`src/rtl/uart_pkg.sv`:
```
// Shared UART definitions: autobaud FSM state encoding, RX frame-format encodings
// and the reset divisor (115200 baud at 50 MHz).
package uart_pkg;

  localparam int unsigned UART_DEF_DIV = 434;

  typedef logic [2:0] ab_state_t;

  localparam ab_state_t ST_OFF        = 3'd0;
  localparam ab_state_t ST_WAIT_IDLE  = 3'd1;
  localparam ab_state_t ST_WAIT_START = 3'd2;
  localparam ab_state_t ST_MEASURE    = 3'd3;
  localparam ab_state_t ST_WAIT_STOP  = 3'd4;
  localparam ab_state_t ST_CHECK      = 3'd5;
  localparam ab_state_t ST_LOCKED     = 3'd6;

  typedef enum logic [1:0] {PAR_NONE, PAR_EVEN, PAR_ODD} parity_t;
  typedef enum logic [1:0] {DBITS_5, DBITS_6, DBITS_7, DBITS_8} data_bits_t;

endpackage

```
`src/rtl/uart_autobaud_ctrl_if.sv`:
```
// Register-side and RX-side signals of the autobaud controller, plus its FSM state for debug.
interface uart_autobaud_ctrl_if;
  import uart_pkg::*;

  // ab_start / ab_abort are single-cycle request pulses with no ready: the controller
  // acts on the cycle it samples them. ab_done is a single-cycle completion pulse;
  // ab_error is level and sticky until the next accepted ab_start.
  logic        ab_en;
  logic [15:0] cfg_divisor;
  logic        cfg_rx_en;
  logic        ab_start;
  logic        ab_abort;
  logic        rx;
  logic [15:0] rx_divisor;
  logic        rx_en;
  logic        ab_busy;
  logic        ab_locked;
  logic        ab_done;
  logic        ab_error;
  ab_state_t   ab_state;

  modport master (
    output ab_en, cfg_divisor, cfg_rx_en, ab_start, ab_abort, rx,
    input  rx_divisor, rx_en, ab_busy, ab_locked, ab_done, ab_error, ab_state
  );

  modport slave (
    input  ab_en, cfg_divisor, cfg_rx_en, ab_start, ab_abort, rx,
    output rx_divisor, rx_en, ab_busy, ab_locked, ab_done, ab_error, ab_state
  );

endinterface

```
`src/rtl/uart_rx_sync.sv`:
```
// Two-flop synchroniser for the raw rx line plus a delay flop for edge detection.
module uart_rx_sync (
  input  logic clk,
  input  logic rst_n,
  input  logic rx,
  output logic line,
  output logic fall,
  output logic rise
);

  logic sync_q;
  logic line_q;
  logic line_d;

  // Reset to the idle (high) level so release of reset never looks like a start edge.
  always_ff @(posedge clk or negedge rst_n) begin
    if (!rst_n) begin
      sync_q <= 1'b1;
      line_q <= 1'b1;
      line_d <= 1'b1;
    end else begin
      sync_q <= rx;
      line_q <= sync_q;
      line_d <= line_q;
    end
  end

  assign line = line_q;
  assign fall = line_d & ~line_q;
  assign rise = ~line_d & line_q;

endmodule

```
`src/rtl/uart_autobaud_ctrl.sv`:
```
// UART RX configuration controller: manual divisor passthrough or 0x55 autobaud lock.
// Optional macro UART_AB_TOL_CHECK_EN adds a +/-12.5% check of each two-bit pair interval.
module uart_autobaud_ctrl
  import uart_pkg::*;
#(
  parameter int unsigned CNT_W       = 20,
  parameter int unsigned DEF_DIV     = UART_DEF_DIV,
  parameter int unsigned MIN_DIV     = 16,
  parameter int unsigned MAX_DIV     = 65535,
  parameter int unsigned IDLE_CYCLES = 1024
) (
  input logic                  clk,
  input logic                  rst_n,
  uart_autobaud_ctrl_if.slave  bus
);

  localparam logic [CNT_W-1:0] CNT_MAX  = '1;
  localparam logic [CNT_W-1:0] CNT_ONE  = CNT_W'(1);
  localparam logic [CNT_W-1:0] IDLE_N   = CNT_W'(IDLE_CYCLES);
  localparam logic [CNT_W-1:0] MEAS_LIM = CNT_W'(2 * MAX_DIV);
  localparam logic [CNT_W-1:0] MAX_D    = CNT_W'(MAX_DIV);
  localparam logic [15:0]      MIN_D    = 16'(MIN_DIV);

  ab_state_t        state;
  logic [CNT_W-1:0] idle_cnt, interval, total;
  logic [1:0]       edge_cnt;
  logic             line, fall, rise;

  logic [CNT_W-1:0] idle_inc, interval_inc, total_inc, tot8, stop_lim;
  logic [CNT_W:0]   total_rnd;
  logic [15:0]      div_new;
  logic             busy_state, range_bad, tol_bad, fail;

  uart_rx_sync u_sync (
    .clk   (clk),
    .rst_n (rst_n),
    .rx    (bus.rx),
    .line  (line),
    .fall  (fall),
    .rise  (rise)
  );

  always_comb begin
    idle_inc     = (idle_cnt == CNT_MAX) ? idle_cnt : idle_cnt + CNT_ONE;
    interval_inc = (interval == CNT_MAX) ? interval : interval + CNT_ONE;
    total_inc    = (total == CNT_MAX) ? total : total + CNT_ONE;
    tot8         = total >> 3;
    stop_lim     = tot8 << 1;
    total_rnd    = {1'b0, total} + (CNT_W+1)'(4);
    div_new      = 16'(total_rnd >> 3);
    range_bad    = (div_new < MIN_D) || (tot8 > MAX_D);
    busy_state   = (state == ST_WAIT_IDLE) || (state == ST_WAIT_START) ||
                   (state == ST_MEASURE) || (state == ST_WAIT_STOP) || (state == ST_CHECK);
    case (state)
      ST_MEASURE:   fail = !fall && (interval > MEAS_LIM);
      ST_WAIT_STOP: fail = !rise && (interval > stop_lim);
      ST_CHECK:     fail = range_bad || tol_bad;
      default:      fail = 1'b0;
    endcase
  end

`ifdef UART_AB_TOL_CHECK_EN
  logic [CNT_W-1:0] p [4];
  logic [CNT_W-1:0] quarter, diff;

  // Each stored interval spans two bit times, i.e. nominally a quarter of total.
  always_comb begin
    quarter = total >> 2;
    diff    = '0;
    tol_bad = 1'b0;
    for (int i = 0; i < 4; i++) begin
      diff = (p[i] > quarter) ? p[i] - quarter : quarter - p[i];
      if (diff > (total >> 5)) tol_bad = 1'b1;
    end
  end

  always_ff @(posedge clk or negedge rst_n) begin
    if (!rst_n) p <= '{default: '0};
    else if (bus.ab_en && state == ST_MEASURE && fall) p[edge_cnt] <= interval;
  end
`else
  assign tol_bad = 1'b0;
`endif

  always_ff @(posedge clk or negedge rst_n) begin
    if (!rst_n) begin
      state          <= ST_OFF;
      idle_cnt       <= '0;
      interval       <= '0;
      total          <= '0;
      edge_cnt       <= '0;
      bus.rx_divisor <= 16'(DEF_DIV);
      bus.rx_en      <= 1'b0;
      bus.ab_busy    <= 1'b0;
      bus.ab_locked  <= 1'b0;
      bus.ab_done    <= 1'b0;
      bus.ab_error   <= 1'b0;
    end else begin
      bus.ab_done <= 1'b0;
      if (!bus.ab_en) begin
        state          <= ST_OFF;
        bus.rx_divisor <= bus.cfg_divisor;
        bus.rx_en      <= bus.cfg_rx_en;
        bus.ab_busy    <= 1'b0;
        bus.ab_locked  <= 1'b0;
      end else if (bus.ab_abort) begin
        // Abort beats a simultaneous start; an earlier lock is deliberately not restored.
        if (busy_state) begin
          state         <= ST_OFF;
          bus.ab_busy   <= 1'b0;
          bus.rx_en     <= 1'b0;
          bus.ab_locked <= 1'b0;
        end
      end else if (bus.ab_start) begin
        state         <= ST_WAIT_IDLE;
        idle_cnt      <= '0;
        bus.ab_error  <= 1'b0;
        bus.ab_busy   <= 1'b1;
        bus.rx_en     <= 1'b0;
        bus.ab_locked <= 1'b0;
      end else if (fail) begin
        state         <= ST_OFF;
        bus.ab_error  <= 1'b1;
        bus.ab_busy   <= 1'b0;
        bus.rx_en     <= 1'b0;
        bus.ab_locked <= 1'b0;
      end else begin
        case (state)
          ST_WAIT_IDLE: begin
            if (!line) idle_cnt <= '0;
            else begin
              idle_cnt <= idle_inc;
              if (idle_inc >= IDLE_N) state <= ST_WAIT_START;
            end
          end
          ST_WAIT_START: begin
            if (fall) begin
              state    <= ST_MEASURE;
              edge_cnt <= '0;
              interval <= '0;
              total    <= '0;
            end
          end
          ST_MEASURE: begin
            total <= total_inc;
            if (fall) begin
              interval <= '0;
              edge_cnt <= edge_cnt + 2'd1;
              // Fourth stored fall opens d7: total now covers eight bit times.
              if (edge_cnt == 2'd3) state <= ST_WAIT_STOP;
            end else begin
              interval <= interval_inc;
            end
          end
          ST_WAIT_STOP: begin
            interval <= interval_inc;
            if (rise) state <= ST_CHECK;
          end
          ST_CHECK: begin
            state          <= ST_LOCKED;
            bus.rx_divisor <= div_new;
            bus.rx_en      <= 1'b1;
            bus.ab_locked  <= 1'b1;
            bus.ab_busy    <= 1'b0;
            bus.ab_done    <= 1'b1;
          end
          default: ;
        endcase
      end
    end
  end

  assign bus.ab_state = state;

endmodule

```
`src/flat_wrapper.sv`:
```
// flat-port wrapper written by rule: the top's interface ports become plain ports
module uart_autobaud_ctrl_flat import uart_pkg::*;
#(
  parameter int unsigned CNT_W       = 20,
  parameter int unsigned DEF_DIV     = UART_DEF_DIV,
  parameter int unsigned MIN_DIV     = 16,
  parameter int unsigned MAX_DIV     = 65535,
  parameter int unsigned IDLE_CYCLES = 1024
)
  (clk, rst_n, bus_ab_en, bus_cfg_divisor, bus_cfg_rx_en, bus_ab_start, bus_ab_abort, bus_rx, bus_rx_divisor, bus_rx_en, bus_ab_busy, bus_ab_locked, bus_ab_done, bus_ab_error, bus_ab_state);
  uart_autobaud_ctrl_if bus_i ();
  input logic clk;
  input logic rst_n;
  input wire logic [$bits(bus_i.ab_en)-1:0] bus_ab_en;
  input wire logic [$bits(bus_i.cfg_divisor)-1:0] bus_cfg_divisor;
  input wire logic [$bits(bus_i.cfg_rx_en)-1:0] bus_cfg_rx_en;
  input wire logic [$bits(bus_i.ab_start)-1:0] bus_ab_start;
  input wire logic [$bits(bus_i.ab_abort)-1:0] bus_ab_abort;
  input wire logic [$bits(bus_i.rx)-1:0] bus_rx;
  output wire logic [$bits(bus_i.rx_divisor)-1:0] bus_rx_divisor;
  output wire logic [$bits(bus_i.rx_en)-1:0] bus_rx_en;
  output wire logic [$bits(bus_i.ab_busy)-1:0] bus_ab_busy;
  output wire logic [$bits(bus_i.ab_locked)-1:0] bus_ab_locked;
  output wire logic [$bits(bus_i.ab_done)-1:0] bus_ab_done;
  output wire logic [$bits(bus_i.ab_error)-1:0] bus_ab_error;
  output wire logic [$bits(bus_i.ab_state)-1:0] bus_ab_state;
  assign bus_i.ab_en = bus_ab_en;
  assign bus_i.cfg_divisor = bus_cfg_divisor;
  assign bus_i.cfg_rx_en = bus_cfg_rx_en;
  assign bus_i.ab_start = bus_ab_start;
  assign bus_i.ab_abort = bus_ab_abort;
  assign bus_i.rx = bus_rx;
  assign bus_rx_divisor = bus_i.rx_divisor;
  assign bus_rx_en = bus_i.rx_en;
  assign bus_ab_busy = bus_i.ab_busy;
  assign bus_ab_locked = bus_i.ab_locked;
  assign bus_ab_done = bus_i.ab_done;
  assign bus_ab_error = bus_i.ab_error;
  assign bus_ab_state = bus_i.ab_state;
  uart_autobaud_ctrl #(.CNT_W(CNT_W), .DEF_DIV(DEF_DIV), .MIN_DIV(MIN_DIV), .MAX_DIV(MAX_DIV), .IDLE_CYCLES(IDLE_CYCLES)) u_core (.clk(clk), .rst_n(rst_n), .bus(bus_i));
endmodule
```
`config.mk`:
```
export PLATFORM = sky130hd
export DESIGN_NAME = uart_autobaud_ctrl_flat
export DESIGN_NICKNAME = d
export VERILOG_FILES = /design/src/rtl/uart_pkg.sv /design/src/rtl/uart_autobaud_ctrl_if.sv /design/src/rtl/uart_rx_sync.sv /design/src/rtl/uart_autobaud_ctrl.sv /design/src/flat_wrapper.sv
export SDC_FILE = /design/constraint.sdc
export NUM_CORES = 1
export LEC_CHECK = 0
export BUFFER_PORTS_ARGS = -buffer_cell sky130_fd_sc_hd__buf_2
export CELL_PAD_IN_SITES_DETAIL_PLACEMENT = 0
export CELL_PAD_IN_SITES_GLOBAL_PLACEMENT = 1
export CORE_MARGIN = 3
export CORE_UTILIZATION = 45
export DETAILED_ROUTE_END_ITERATION = 10
export PLACE_DENSITY_LB_ADDON = 0.2
export SLEW_MARGIN = 30
export SYNTH_ARGS = -nofsm -noshare
export SYNTH_HDL_FRONTEND = slang
export SYNTH_SLANG_ARGS = --single-unit
export TNS_END_PERCENT = 50
```
`constraint.sdc`:
```
create_clock -name clk -period 6.6 [get_ports clk]
set_input_delay 1.32 -clock clk [delete_from_list [all_inputs] [get_ports clk]]
set_output_delay 1.32 -clock clk [all_outputs]
set_load 0.01 [all_outputs]
```
### Word-level counts from Yosys, hierarchy flattened

Index checks and enable logic that the tools add are counted.

* register bits after elaboration: 89
* input port bits: 23
* output and inout bits: 24
* logic and storage cells: 129

* $add $sub $neg: 5
* magnitude comparators: 5
* equal/unequal tests: 26
* mux-type cells: 51
* bitwise gates (word level): 7
* reduce and logical (&&, ||, !) cells: 21

Operator list (count)
* two-way mux 20 bit: 9
* two-way mux 16 bit: 5
* adder 20 x 1 -> 20 bit (second input constant): 3
* == test 20 bit (second input constant): 3
* one-hot mux 20 bit (3 select lines): 1
* one-hot mux 20 bit (2 select lines): 1
* two-way mux 3 bit: 11
* >= comparator 20 x 11 -> 1 bit (second input constant): 1
* greater-than comparator 20 x 17 -> 1 bit (second input constant): 1
* greater-than comparator 20 x 18 -> 1 bit: 1
* adder 19 x 3 -> 19 bit (second input constant): 1
* two-way mux 1 bit: 19
* != test 6 x 4 -> 1 bit (second input constant): 3
* != test 6 x 5 -> 1 bit (second input constant): 3
* greater-than comparator 17 x 16 -> 1 bit (second input constant): 1
* < comparator 16 x 5 -> 1 bit (second input constant): 1
* one-hot mux 3 bit (5 select lines): 1
* AND reduction 7 bit: 2
* != test 2 bit (second input constant): 5
* != test 9 x 1 -> 1 bit (second input constant): 1
* AND reduction 4 bit: 2
* AND reduction 8 bit: 1
* == test 3 x 2 -> 1 bit (second input constant): 2
* == test 3 bit (second input constant): 2
* 19 further kinds: 35

### Depth between registers and ports, before layout

Gate-level depths: netlist (run 1).

* word-level depth: 10
* depth in mapped cells: 13
* mapped depth without buffers: 10

### Hierarchy

Synthesis (run 1) repeated with hierarchy kept, for this count alone.

* cells, all modules: 729
* area, all modules: 6287.3 sq um

By module, submodules not included
* uart_autobaud_ctrl: instances 1, cells each 724, area each 6193.4 sq um, sequential area each 2158.3 sq um
* uart_rx_sync: instances 1, cells each 5, area each 93.8 sq um, sequential area each 78.8 sq um

### Worst setup path before layout (run 1)

OpenSTA, ideal clock, no wires.

* kind: input port to flip-flop
* start point: input bus_ab_abort
* end point: register u_core.idle_cnt[8]
* library setup time: 152 ps
* arrival time: 3008 ps
* path slack: 3440 ps
* stages: 8
* cells stage by stage: nand2b_1 -> clkbuf_1 -> nor2_1 -> a21boi_1 -> nor3b_1 -> nand3_1 -> xor2_1 -> nor2_1

* longest elaborated chain between the ends: 2

RTL lines
* start, declared: line flat_wrapper.sv:18 `input wire logic [$bits(bus_i.ab_abort)-1:0] bus_ab_abort;`
* NOT 1 bit (no line)
* AND reduction 4 bit (no line)
* end signal, assigned: line uart_autobaud_ctrl.sv:132 `idle_cnt <= idle_inc;`
* end, declared: line uart_autobaud_ctrl.sv:25 `logic [CNT_W-1:0] idle_cnt, interval, total;`

Every way passes these cells.
A chain may end at the register's enable or synchronous reset.

### Worst setup path after layout (run 1)

* start point: register u_core.state[0], in the netlist u_core.bus.ab_state[0]
* end point: register u_core.interval[11]

* longest elaborated chain between the ends: 4
* elaborated cells between the ends (all ways): 10
* those cells by class: eq/ne: 5; mux: 2; bitwise: 1; reduce/logical: 2

RTL lines
* start, declared: line uart_autobaud_ctrl.sv:24 `ab_state_t state;`
* start signal, assigned: line uart_autobaud_ctrl.sv:87 `state <= ST_OFF;`
* start signal, assigned: line uart_autobaud_ctrl.sv:101 `state <= ST_OFF;`
* start signal, assigned: line uart_autobaud_ctrl.sv:109 `state <= ST_OFF;`
* == test 3 bit, or another cell as far along: line uart_autobaud_ctrl.sv:54 `case (state)`
* one-hot mux 1 bit (3 select lines): line uart_autobaud_ctrl.sv:54
* NOT 1 bit (no line)
* AND reduction 6 bit (no line)
* end signal, assigned: line uart_autobaud_ctrl.sv:152 `interval <= interval_inc;`
* end signal, assigned: line uart_autobaud_ctrl.sv:156 `interval <= interval_inc;`
* end, declared: line uart_autobaud_ctrl.sv:25

Parallel ways exist; a longest one is shown, timed or not.

==> flow_summary.rst, run 1 <==
.. list-table::
   :header-rows: 1

   * - Metric
     - Value
   * - Instance count of the mapped netlist
     - between 700 and 800
   * - Net count after synthesis
     - 766
   * - Final min period
     - roughly 4.3 ns
   * - Critical Path, Cell by Cell
     - clkinv_1 > nor2_1 > and2_4 > a32oi_4 > a21oi_4 > or3_1 > o22ai_1
   * - Slew at the pin closest to its max-slew limit
     - 0.856 ns
   * - CP Data Arrival Time
     - roughly 4.5 ns
   * - Switch Pwr
     - 307 µW
   * - DRC violation count after routing
     - 0
   * - Number of synthesis warnings
     - 0
   * - I/O Pins
     - 47
   * - Placed Area
     - 0.00651 mm²
   * - Vias after detailed routing
     - 5754
   * - Floorplan Core Area
     - 0.0134 mm²
   * - Part of the power in registers
     - 0.485
   * - Vertical die dimension
     - 124 µm
   * - H-tree depth reported by CTS
     - 3
   * - Synth unique cells
     - 75
   * - Part of the power in the clock network
     - 0.432
   * - Setup CP Type
     - reg2reg
   * - Max frequency
     - 0.234 GHz
   * - Setup bufs post-CTS
     - 0
   * - Number of flops mapped to enable cells by yosys
     - 0
   * - Number of design-rule violations left by the first detailed-router iteration
     - 473
   * - DP Wirelength
     - approximately 12000 µm
   * - Capturing element type of the critical path
     - flip-flop
   * - Root buffer selected by CTS
     - sky130_fd_sc_hd__clkbuf_16
   * - Detailed-route vias per instance
     - 6.28
   * - Final Non-Filler Cells
     - 916
   * - Cell count after placement
     - 900
   * - Post-route ant nets
     - 0
   * - Signed area change from the synthesized netlist to the final layout
     - 9.23%
   * - Commonest register cell after synthesis
     - sky130_fd_sc_hd__dfrtp_1
   * - Kind of launch point of the worst setup path
     - flip-flop
   * - Number of nets in the layout
     - 781
   * - Setup repair after global routing missed its margin
     - no
   * - Worst Hold Class
     - reg2reg
   * - Fraction of layout cells with a size suffix above 1
     - 0.141
   * - Count of final hold-check violations
     - 0
   * - Delay of the slowest critical-path stage
     - 0.89 ns
   * - Outcome
     - finished, final reports clean
   * - Post-route fraction of the period consumed by the critical path
     - 0.647
   * - Clock slew at reported path FFs
     - approximately 0.060 ns
   * - Final slew viol count
     - 0
   * - Clock tree from TritonCTS
     - built
   * - Number of buffers created by CTS
     - 9
   * - Number of maximum-capacitance violations
     - 0
   * - Via count of the first global-routing pass
     - 5297
   * - Max Buffers Root-to-Sink
     - 2
   * - Switch share
     - 0.252
   * - Initial cell density of the core
     - 0.465
   * - Max FO, Critical Path
     - 25
   * - Number of sinks on the clock net
     - 89
   * - Average instance area after synthesis
     - 8.66 µm²
   * - Most frequent cells in the layout
     - sky130_fd_sc_hd__dfrtp_1 (81), sky130_fd_sc_hd__nand2_1 (77), sky130_fd_sc_hd__nor2_1 (52)
   * - Cells taking the most area after synthesis
     - sky130_fd_sc_hd__dfrtp_1 (33%), sky130_fd_sc_hd__nand2_1 (4.6%), sky130_fd_sc_hd__ha_1 (4.6%), sky130_fd_sc_hd__dfstp_2 (3.4%), sky130_fd_sc_hd__a21oi_1 (3.3%)
   * - Antenna violations before repair
     - 0
   * - Largest vdd supply drop
     - ~0.12 mV
   * - Combinational group share of total power
     - 0.083
   * - Worst slew margin relative to its limit
     - 0.428
   * - Die Area
     - between 0.015 and 0.02 mm²
   * - Worst Clk Skew
     - 0.00853 ns
   * - PnR Total Power
     - 1220 µW
   * - Final setup viols
     - 0
   * - Antenna cells
     - 0
   * - Number of cells upsized or downsized after cts
     - 0
   * - Total length of routed wires
     - 17100 µm
   * - Global-route wire length before repair
     - 27700 µm
   * - Internal cell power
     - 910 µW
   * - Global route total overflow
     - 0
   * - Average wire length per cell after detail routing
     - 18.6 µm
   * - Yosys top cell area share
     - 0.325
   * - Skew-Pair Late Insertion Delay
     - 0.35 ns
   * - Number of buffers added to fix hold violations after cts
     - 0
   * - Post-synth top area cell
     - sky130_fd_sc_hd__dfrtp_1
   * - Share of synthesized registers carrying an async set or reset
     - 1.00
   * - FP Rows
     - 42
   * - Largest net degree at the start of global routing
     - 51
   * - Number of storage elements in the synthesis netlist
     - 89
   * - Most common cell after layout, fill and taps aside
     - sky130_fd_sc_hd__dfrtp_1
   * - Sum of buffers and inverters on the critical path
     - 1
   * - Worst endpoint required time
     - between 6 and 7 ns
   * - Weighted congestion reported at the end of routability-driven placement
     - 0.919
   * - Critical path's top delay family
     - simple AND/OR/NAND/NOR gates
   * - Die width
     - 124 µm
   * - Pre-antenna DRT Iters
     - 5
   * - Port Buffer Count
     - 46
   * - Setup tns final
     - 0 ns
   * - Cell type of the slowest stage on the worst timing path
     - sky130_fd_sc_hd__dfrtp_1
   * - Cell Pwr Density
     - 179 mW/mm²
   * - Leak pwr
     - 0.00272 µW
   * - Sequential share of the synthesized area
     - 0.359
   * - Syn Std Cell Area
     - 0.00623 mm²
   * - Final instance area
     - 0.00681 mm²
   * - Overall global routing resource usage
     - 0.232
sequential cells by signal, summed over array words and instances, names as in the netlist, 2 cells and up:
register               count
u_core.idle_cnt           20
u_core.interval           20
u_core.total              20
u_core.bus.rx_divisor     16
u_core.bus.ab_state        3
u_core.edge_cnt            2
layer usage:
layer | GRT usage | up-vias | wire length [µm]
met1 | 0.339 | 2804 | 8010
met3 | 0.0277 | 22 | 939
met5 | 0 | - | 0
met2 | 0.353 | 195 | 7830
met4 | 0.0810 | 0 | 292
li1 | - | 2733 | -
layout make-up:
cell class              count  area [µm²]
clock buffers              10         239
clock inverters             6        57.6
fillers                  1272        6590
inverters                  35         131
multi-input cells         547        3640
flip-flops and latches     89        2240
well taps                 176         220
repair buffers             53         285
synthesized netlist by cell type (all sizes together), types with 2 or more instances:
master / number
nand4: 23
clkbuf: 31
dfrtp: 81
o31a: 2
inv: 34
and2: 10
a211oi: 2
xnor2: 18
dfstp: 8
xor2: 6
nand4b: 2
and3: 14
o41ai: 18
ha: 23
a21boi: 2
o22ai: 6
nor3: 22
o21ai: 31
a221o: 14
buf: 18
a21o: 5
nand2b: 5
or4: 4
a2bb2oi: 4
mux2i: 8
or2: 2
nor4: 34
or3: 2
a31oi: 12
and4: 4
o32a: 5
a41oi: 3
nand2: 77
nor2: 53
nand3: 42
a21oi: 42
o221ai: 3
a22oi: 2
a22o: 2
a211o: 5
nor3b: 2
o31ai: 16
nor2b: 9
per-stage QoR:
stage               setup WS [ns]   util  hold WS [ns]
global route                 2.12  0.508         0.363
detailed placement           2.40  0.486         0.349
floorplan                    3.44      -         0.345
finish                       2.33  0.508         0.357
CTS                          2.39  0.508         0.359
global placement             2.49  0.486         0.349
cell families (layout without fill, tap and decap cells):
family                     after synthesis  after routing  share of synthesized area
AOI/OAI and AO/OA                      183            183                      0.228
muxes                                    9              9                     0.0147
buffers and inverters                   84            104                     0.0582
and+or+nand+nor                        308            308                      0.260
adders and majority gates               23             23                     0.0462
xor gates and xnor gates                24             24                     0.0337
DFF                                     89             89                      0.359
worst paths after layout:
path | startpoint | to | slack [ns] | depth (start not counted)
max | u_core.bus.ab_state[0] | u_core.interval[11] | 2.33 | 7
min | u_core.u_sync.sync_q | u_core.u_sync.line | 0.36 | 0
max reg2reg | u_core.bus.ab_state[0] | u_core.interval[11] | 2.33 | 7
min reg2reg | u_core.u_sync.sync_q | u_core.u_sync.line | 0.36 | 0
max in group asynchronous | rst_n | u_core.idle_cnt[7] | 4.61 | 2
min in group asynchronous | rst_n | u_core.bus.rx_divisor[12] | 0.94 | 1
power groups by stage:
stage	Clock [µW]	Sequential (µW)	Combinational, µW
floorplan	0	599	54.6
global placement	0	599	99.4
detailed placement	0	600	102
CTS	539	591	103
global route	562	594	114
finish	525	591	101
Note: power is estimated with default switching activity, not from simulation.
==> run 2, diff against run 1 <==
- CORE_UTILIZATION: 45 -> 42
- clock period: 6.6 -> 3.65 ns (I/O delays scaled with it)
==> flow_summary.rst, run 2 (synthesis results as in run 1) <==
.. list-table::
   :header-rows: 1

   * - Metric
     - Value
   * - Antenna cells
     - 0
   * - Min-Delay Path Depth
     - 0
   * - DRC violation count after routing
     - 0
   * - Global-route wire length before repair
     - 29100 µm
   * - Number of maximum-capacitance violations
     - 0
   * - Largest net degree at the start of global routing
     - 62
   * - Worst endpoint required time
     - 3.88 ns
   * - Final setup viols
     - 0
   * - Worst Clk Skew
     - between 0.009 and 0.01 ns
   * - Slew at the pin closest to its max-slew limit
     - 0.931 ns
   * - Leak pwr
     - roughly 0.0028 µW
   * - Worst Reg2Reg Path Length in Cells
     - 9
   * - Outcome
     - finished, final reports clean
   * - Root buffer selected by CTS
     - sky130_fd_sc_hd__clkbuf_16
   * - Die Area
     - 0.0163 mm²
   * - Cell Pwr Density
     - 313 mW/mm²
   * - Number of nets in the layout
     - 797
   * - Largest vdd supply drop
     - 0.271 mV
   * - Port Buffer Count
     - 46
   * - Final min period
     - around 3.3 ns
   * - Final hold slack
     - 0.356 ns
   * - Weighted congestion reported at the end of routability-driven placement
     - between 0.9 and 1
   * - Fraction of layout cells with a size suffix above 1
     - 0.156
   * - Final slew viol count
     - 0
   * - Global route total overflow
     - 0
   * - Number of cells upsized or downsized after cts
     - 0
   * - Multi-input logic area
     - approximately 0.0036 mm²
   * - Number of sinks on the clock net
     - 89
   * - Worst slew margin relative to its limit
     - 0.378
   * - Max frequency
     - 0.300 GHz
   * - Critical Path, Cell by Cell
     - ha_1 > nand3_2 > nor4_4 > mux2i_1 > a2111oi_4 > a32oi_4 > a21oi_4 > nor3_1 > a221o_1
   * - Vias after detailed routing
     - 5790
   * - Max Buffers Root-to-Sink
     - 2
   * - Most common cell after layout, fill and taps aside
     - sky130_fd_sc_hd__dfrtp_1
   * - DP Wirelength
     - 12700 µm
   * - Number of buffers created by CTS
     - 9
   * - Number of buffers added to fix hold violations after cts
     - 0
   * - Worst reg2reg path endpoint
     - u_core.bus.rx_divisor[14]
   * - Skew-Pair Late Insertion Delay
     - ~0.35 ns
   * - Detailed-route vias per instance
     - slightly above 6
   * - Setup repair after global routing missed its margin
     - no
   * - Register-to-Register Setup Slack
     - between 0.3 and 0.4 ns
   * - Clock slew at reported path FFs
     - 0.07 ns
   * - Delay of the slowest critical-path stage
     - 0.46 ns
   * - HP Start
     - u_core.u_sync.sync_q
   * - Post-route ant nets
     - 0
   * - Overall global routing resource usage
     - 0.219
   * - Floorplan Core Area
     - 0.0142 mm²
   * - Post-route fraction of the period consumed by the critical path
     - 0.914
   * - Count of final hold-check violations
     - 0
   * - Register area
     - 0.00224 mm²
   * - Vertical die dimension
     - 128 µm
   * - Setup bufs post-CTS
     - 0
   * - CP Data Arrival Time
     - 3.57 ns
   * - H-tree depth reported by CTS
     - 3
   * - Reg2reg start
     - u_core.total[3]
   * - Signed area change from the synthesized netlist to the final layout
     - 11.0%
   * - Worst Hold Class
     - reg2reg
   * - Average wire length per cell after detail routing
     - 18.8 µm
   * - Kind of launch point of the worst setup path
     - flip-flop
   * - Clock tree from TritonCTS
     - built
   * - Max FO, Critical Path
     - 13
   * - Via count of the first global-routing pass
     - around 5600
   * - Die width
     - 128 µm
   * - Number of design-rule violations left by the first detailed-router iteration
     - 389
   * - Sum of buffers and inverters on the critical path
     - 0
   * - Antenna violations before repair
     - 0
   * - Cell type of the slowest stage on the worst timing path
     - sky130_fd_sc_hd__dfrtp_1
   * - Hold EP
     - u_core.u_sync.line
   * - Total length of routed wires
     - 17600 µm
   * - Capturing element type of the critical path
     - flip-flop
   * - Setup tns final
     - 0 ns
   * - Setup CP Type
     - reg2reg
   * - Critical path's top delay family
     - compound AO/OA/AOI/OAI gates
   * - Count of fill cells added during filler insertion
     - 1377
   * - I/O Pins
     - 47
   * - Registers with the most flip-flops
     - u_core.idle_cnt x20, u_core.interval x20, u_core.total x20
   * - Most frequent cells in the layout
     - sky130_fd_sc_hd__dfrtp_1 (81), sky130_fd_sc_hd__nand2_1 (77), sky130_fd_sc_hd__nor2_1 (52)
   * - Pre-antenna DRT Iters
     - 5
   * - FP Rows
     - 43
   * - Initial cell density of the core
     - 0.439
==> run 2: cell types whose count changed in the layout (fill, tap and decap cells not counted), sizes merged <==
| cell | delta |
|---|---|
| buf | +16 |
| bufinv | -1 |
| clkbuf | +2 |
| clkinv | -3 |
| clkinvlp | +2 |
==> run 2: layer usage <==
metal  GRT usage  routed length [µm]  share of wire
met1       0.320                8690           0.49
met4      0.0805                 286          0.016
met2       0.327                7770           0.44
met3      0.0354                 844          0.048
met5           0                   0              0
==> run 2: worst max path at each step <==
| stage | startpoint | endpoint | cells after the start |
|---|---|---|---|
| 6_report | u_core.total[3] | u_core.bus.rx_divisor[14] | 9 |
| 3_5_place_dp | u_core.total[3] | u_core.bus.rx_divisor[14] | 9 |
| 4_1_cts | u_core.total[2] | u_core.bus.rx_divisor[14] | 9 |
| 5_1_grt | u_core.total[3] | u_core.bus.rx_divisor[14] | 9 |
| 2_1_floorplan | u_core.total[3] | u_core.interval[5] | 10 |
| 3_3_place_gp | u_core.total[3] | u_core.interval[11] | 10 |
==> run 2: area by class of cell <==
cell class / instances / area share
inverters: 35 / 0.0190
multi-input cells: 547 / 0.525
flip-flops and latches: 89 / 0.323
well taps: 180 / 0.0326
clock buffers: 12 / 0.0371
clock inverters: 4 / 0.00398
repair buffers: 69 / 0.0586
==> run 2: per-stage QoR <==
stage,worst slack [ns],power [µW],cells,cell area [µm²],utilization
floorplan,0.733,1180,720,6230,-
global placement,0.429,1270,920,6630,0.467
detailed placement,0.341,1280,920,6630,0.467
CTS,0.330,2190,936,6920,0.487
global route,0.0663,2250,936,6920,0.487
finish,0.313,2170,936,6920,0.487
==> run 2: power breakdown <==
part / internal [µW] / leakage, µW / switching (µW)
sequential: 1030 / 0.00114 / 34.4
combinational: 76.9 / 0.00151 / 117
clock: 499 / 0.000131 / 411
